## config.mk

```make
export PLATFORM = sky130hd
export DESIGN_NAME = mem_port_arbiter
export DESIGN_NICKNAME = d
export VERILOG_FILES = /design/src/rtl/mem_arb_pkg.sv /design/src/rtl/mem_port_arbiter.sv
export SDC_FILE = /design/constraint.sdc
export NUM_CORES = 1
export LEC_CHECK = 0
export CORE_ASPECT_RATIO = 0.5
export CORE_MARGIN = 2
export CORE_UTILIZATION = 45
export CTS_CLUSTER_DIAMETER = 200
export CTS_CLUSTER_SIZE = 25
export DETAILED_ROUTE_END_ITERATION = 12
export PLACE_DENSITY = 0.95
export SLEW_MARGIN = 20
export SYNTH_ARGS = -nofsm -noshare
export SYNTH_HDL_FRONTEND = slang
export SYNTH_SLANG_ARGS = --single-unit
```

## constraint.sdc

```tcl
create_clock -name clk -period 8.34 [get_ports clk]
set_input_delay 2.502 -clock clk [delete_from_list [all_inputs] [get_ports clk]]
set_output_delay 2.502 -clock clk [all_outputs]
set_load 0.02 [all_outputs]
```

## src/rtl/mem_arb_pkg.sv

```systemverilog
// Shared types and arbitration policy for the unified-memory port arbiter.
package mem_arb_pkg;

    typedef enum logic [1:0] {
        ARB_IDLE,
        ARB_ACCESS,
        ARB_DONE
    } arb_state_t;

    typedef enum logic {
        OWN_CPU,
        OWN_DMA
    } arb_owner_t;

    // CPU wins, unless CPU is absent or DMA has waited out the starvation bound.
    // The result is only meaningful when at least one request is present.
    function automatic arb_owner_t arb_pick(input logic cpu_req,
                                            input logic dma_req,
                                            input logic starve_full);
        if (cpu_req && !(dma_req && starve_full)) begin
            return OWN_CPU;
        end
        return OWN_DMA;
    endfunction

endpackage

```

## src/rtl/mem_port_arbiter.sv

```systemverilog
// Shares one single-ported memory between the CPU memory path and the DMA/loader.
// One fixed-latency access at a time; CPU has priority, bounded by a starvation count.
module mem_port_arbiter
    import mem_arb_pkg::*;
#(
    parameter int ADDR_W     = 32,
    parameter int DATA_W     = 32,
    parameter int MEM_LAT    = 2,
    parameter int STARVE_MAX = 4
) (
    input  logic              clk,
    input  logic              reset,
    input  logic              cpu_req,
    input  logic              cpu_we,
    input  logic [ADDR_W-1:0] cpu_addr,
    input  logic [DATA_W-1:0] cpu_wdata,
    output logic [DATA_W-1:0] cpu_rdata,
    output logic              cpu_ready,
    input  logic              dma_req,
    input  logic              dma_we,
    input  logic [ADDR_W-1:0] dma_addr,
    input  logic [DATA_W-1:0] dma_wdata,
    output logic [DATA_W-1:0] dma_rdata,
    output logic              dma_ready,
    output logic [ADDR_W-1:0] mem_addr,
    output logic [DATA_W-1:0] mem_wdata,
    output logic              mem_read,
    output logic              mem_write,
    input  logic [DATA_W-1:0] mem_rdata
);

    localparam int CNT_W = (MEM_LAT > 1) ? $clog2(MEM_LAT) : 1;
    localparam int STV_W = $clog2(STARVE_MAX + 1);
    localparam logic [CNT_W-1:0] CNT_LOAD = CNT_W'(MEM_LAT - 1);
    localparam logic [STV_W-1:0] STV_FULL = STV_W'(STARVE_MAX);

    arb_state_t        state_q, state_d;
    arb_owner_t        owner_q, pick;
    logic              we_q;
    logic [ADDR_W-1:0] addr_q;
    logic [DATA_W-1:0] wdata_q;
    logic [CNT_W-1:0]  cnt_q;
    logic [STV_W-1:0]  starve_q;
    logic              grant;
    logic              last_beat;

    assign pick      = arb_pick(cpu_req, dma_req, starve_q == STV_FULL);
    assign grant     = (state_q == ARB_IDLE) && (cpu_req || dma_req);
    assign last_beat = (state_q == ARB_ACCESS) && (cnt_q == '0);

    // Address and write data always come from the transaction latched at grant.
    assign mem_addr  = addr_q;
    assign mem_wdata = wdata_q;

    // State register; async reset drops strobes and ready in the cycle reset rises.
    always_ff @(posedge clk or posedge reset) begin
        // NOTE: sequential state uses non-blocking (<=) so every register samples pre-edge values.
        if (reset) begin
            state_q <= ARB_IDLE;
        end else begin
            state_q <= state_d;
        end
    end

    // Next-state and strobe/ready decode from the current state and latched owner.
    always_comb begin
        // NOTE: every output gets a default first so no path through the case infers a latch.
        state_d   = state_q;
        mem_read  = 1'b0;
        mem_write = 1'b0;
        cpu_ready = 1'b0;
        dma_ready = 1'b0;
        unique case (state_q)
            ARB_IDLE: begin
                if (cpu_req || dma_req) begin
                    state_d = ARB_ACCESS;
                end
            end
            ARB_ACCESS: begin
                mem_read  = ~we_q;
                mem_write = we_q;
                if (cnt_q == '0) begin
                    state_d = ARB_DONE;
                end
            end
            ARB_DONE: begin
                cpu_ready = (owner_q == OWN_CPU);
                dma_ready = (owner_q == OWN_DMA);
                state_d   = ARB_IDLE;
            end
            default: state_d = ARB_IDLE;
        endcase
    end

    // Latch the granted transaction, run the latency counter, track DMA starvation.
    always_ff @(posedge clk or posedge reset) begin
        if (reset) begin
            owner_q  <= OWN_CPU;
            we_q     <= 1'b0;
            addr_q   <= '0;
            wdata_q  <= '0;
            cnt_q    <= '0;
            starve_q <= '0;
        end else if (grant) begin
            owner_q <= pick;
            if (pick == OWN_CPU) begin
                we_q    <= cpu_we;
                addr_q  <= cpu_addr;
                wdata_q <= cpu_wdata;
            end else begin
                we_q    <= dma_we;
                addr_q  <= dma_addr;
                wdata_q <= dma_wdata;
            end
            cnt_q <= CNT_LOAD;
            // Only a CPU grant over a waiting DMA moves the count; anything else clears it.
            if (pick == OWN_CPU && dma_req) begin
                if (starve_q != STV_FULL) begin
                    starve_q <= starve_q + STV_W'(1);
                end
            end else begin
                starve_q <= '0;
            end
        end else if (state_q == ARB_ACCESS && cnt_q != '0) begin
            cnt_q <= cnt_q - CNT_W'(1);
        end
    end

    // Capture read data for the owner on the last access edge; the other port is untouched.
    always_ff @(posedge clk or posedge reset) begin
        if (reset) begin
            cpu_rdata <= '0;
            dma_rdata <= '0;
        end else if (last_beat && !we_q) begin
            if (owner_q == OWN_CPU) begin
                cpu_rdata <= mem_rdata;
            end else begin
                dma_rdata <= mem_rdata;
            end
        end
    end

endmodule

```

==> flow_summary.yaml <==
logic_synthesis:
  yosysSeqAreaShare_pct: 54.4
  avgSynthCellArea_um2: 11.4
  synth.top_cell.area_share_pct: 54.4
  synth_most_common_cell: "dfrtp_1"
  synth-edff-count: 0
  synth_cells: 551
  synth-seq-cells: 136
  synth_area_leaders: "dfrtp_1 (54%), o221ai_1 (9.1%), mux2_4 (7.2%), nand4_1 (6.5%), mux2_2 (5.8%)"
  ys_warn_count: 0
  synth_cell_type_count: 30
  async_flop_share_pct: 100
  syn_nets: 719
  yosys-top-cells-count: "dfrtp_1 (136), inv_1 (69), nand3_1 (66)"
  synth_area_mm2: 0.00626
  synth_flop_cell: "dfrtp_1"
  yosys.area.top_type: "dfrtp_1"
clocking:
  cts_resized: 0
  cts_root_buf: "clkbuf_16"
  cts.sinks: 136
  clk_latency_ns: 0.41
  cts_max_level: 4
  clk_pin_slew_ns: 0.06
  cts_hold_buf: 0
  cts_tree: "done"
  cts_setup_buffers: 0
  cts_buffer_depth: 2
  cts-buffers-inserted: 17
floorplanning:
  std_cell_rows: 30
  die_x_um: 171
  dieArea_mm2: 0.0149
  die_y_um: 87.4
  core_area_mm2: 0.0136
  ioPinCount: 298
  initial_core_util_pct: 46.2
power_and_ir_drop:
  ir_drop_v: 0.000257
  power.density_mw_per_mm2: 406
  p_total_w: 0.00402
  leakage_nw: 4.21
worst_setup_path:
  critPathKind: "register to output port"
  start_kind: "register"
  endpoint_kind: "output port"
  crit_family: "buffers and inverters"
  slowest_delay_ns: 0.65
  worst_path_max_delay_cell: "clkdlybuf4s50_1"
  crit_required_ns: 5.84
  path_max_fanout: 7
  crit_buf_inv: 1
  path_cells: "nand2b_4 -> nor2_1 -> clkdlybuf4s50_1"
  cp.arrival_ns: 1.80
layout:
  n_antenna_cell: 0
  n_fill_cell: 919
  finalNetCount: 985
  multi_input_area_mm2: 0.00237
  area_growth_pct: 58.2
  drive_above_1_share_pct: 13.5
  layout.area.seq_mm2: 0.00340
  layout.cells.non_filler: 1022
  post-route-util_pct: 73.0
grt:
  grt_max_degree: 77
  grt.total_usage_pct: 25.5
  grt_pass1_wl_mm: 29.8
  grt_pass1_vias: 5939
  overflow: 0
  antenna_found_initial: 0
sta:
  slew_headroom_pct: 49.9
  fmax_mhz: 232
  min_period_ns: 4.30
  setup_tns_ns: 0
  worstMarginPinSlew_ns: 0.751
  fin_crit_sh_pct: 51.6
  setup_viol: 0
  drv_slew: 0
  fin_ws_ns: 4.04
  rsz0062_at_grt: "no"
  skew_ns: 0.0156
  hold_viol: 0
drt:
  firstDrtPassIters: 5
  vias: 5686
  avgRoutedWirePerCell_um: 18.6
  wl_mm: 19.0
  avgViaCountPerCell: 5.56
  drt_iter0_markers: 418
  post-route-drc-count: 0
  ant_nets: 0
run:
  drv_cap: 0
status:
  status: "completed"
placed_design:
  place_ws_ns: 3.82
  io_buffer_count: 297
  place_inst: 990
  gp_congestion: 0.843
  dp_hpwl_mm: 12.9
min_path:
  hold_path.class: "register to register"
==> layout make-up <==
| cell class | instances | area share (%) |
|---|---|---|
| inverters | 69 | 2.67 |
| repair buffers | 305 | 30.6 |
| flip-flops and latches | 136 | 34.4 |
| well taps | 192 | 2.43 |
| clock inverters | 14 | 1.54 |
| clock buffers | 18 | 4.44 |
| multi-input cells | 288 | 23.9 |
==> layout by cell type, fill, tap and decap left out, drive strengths merged <==
master / netlist / final
a2bb2oi: 1 / 1
and2: 3 / 3
and3b: 1 / 1
buf: 17 / 9
bufinv: 0 / 1
clkbuf: 41 / 18
clkdlybuf4s50: 0 / 296
clkinv: 0 / 3
clkinvlp: 0 / 1
dfrtp: 136 / 136
ha: 2 / 2
inv: 69 / 78
mux2: 64 / 64
mux2i: 1 / 1
nand2: 5 / 5
nand2b: 2 / 2
nand3: 66 / 66
nand4: 65 / 65
nand4b: 1 / 1
nor2: 4 / 4
nor3b: 1 / 1
nor4: 1 / 1
o21ai: 1 / 1
o221ai: 65 / 65
o2bb2ai: 1 / 1
o311ai: 1 / 1
o32ai: 1 / 1
or2: 1 / 1
or4b: 1 / 1
==> power by group <==
part	total [W]	leakage [nW]	internal, W	switching (W)
clock	0.000753	0.290	0.000433	0.000320
sequential	0.00121	1.64	0.000997	0.000212
combinational	0.00206	2.28	0.00102	0.00103
==> final timing paths <==
path / startpoint / to / slack (ns) / depth (start not counted)
min: cpu_rdata[17] / cpu_rdata[17] / 0.50 / 1
min in group asynchronous: reset / dma_rdata[5] / 2.54 / 2
max reg2reg: state_q[0] / mem_wdata[4] / 5.95 / 4
min reg2reg: cpu_rdata[17] / cpu_rdata[17] / 0.50 / 1
max in group asynchronous: reset / mem_wdata[31] / 4.69 / 3
max: state_q[1] / mem_read / 4.04 / 3
==> registers in the layout, summed over array words and instances, names as in the netlist <==
signal,count
cpu_rdata,32
dma_rdata,32
mem_addr,32
mem_wdata,32
starve_q,3
state_q,2
cnt_q,1
owner_q,1
we_q,1
==> cell families (layout without fill, tap and decap cells) <==
| logic type | after synthesis | after routing | synth area share (%) |
|---|---|---|---|
| AO/OA/AOI/OAI | 70 | 70 | 9.74 |
| adder cells (fa/ha/maj) | 2 | 2 | 0.400 |
| buffers and inverters | 127 | 406 | 8.20 |
| flip-flops | 136 | 136 | 54.4 |
| multiplexers | 65 | 65 | 13.5 |
| AND/OR/NAND/NOR | 151 | 151 | 13.8 |
==> stage by stage <==
| step | instance area [um2] | hold slack [ns] |
|---|---|---|
| 6_report | 9900 | 0.505 |
| 5_1_grt | 9900 | 0.528 |
| 4_1_cts | 9890 | 0.509 |
| 3_5_place_dp | 9300 | 0.495 |
| 3_3_place_gp | 9300 | 0.468 |
| 2_1_floorplan | 6260 | 0.473 |
==> worst register-to-register path, delay by kind of cell, from the launching register on <==
kind / cells / cell delay [ns]
AO/OA/AOI/OAI: 1 / 0.34
flip-flops: 1 / 0.45
AND/OR/NAND/NOR: 2 / 0.89
buffers and inverters: 1 / 0.53
==> routing by layer <==
metal | part of all wire (%) | track usage, % | wire length (um) | vias up
li1 | - | - | - | 2574
met1 | 39 | 29.1 | 7420 | 2787
met2 | 52 | 46.9 | 9930 | 268
met3 | 5.4 | 5.45 | 1030 | 57
met4 | 3.5 | 10.9 | 669 | 0
met5 | 0 | 0 | 0 | -
No activity file was read; power rests on OpenSTA's default activity.
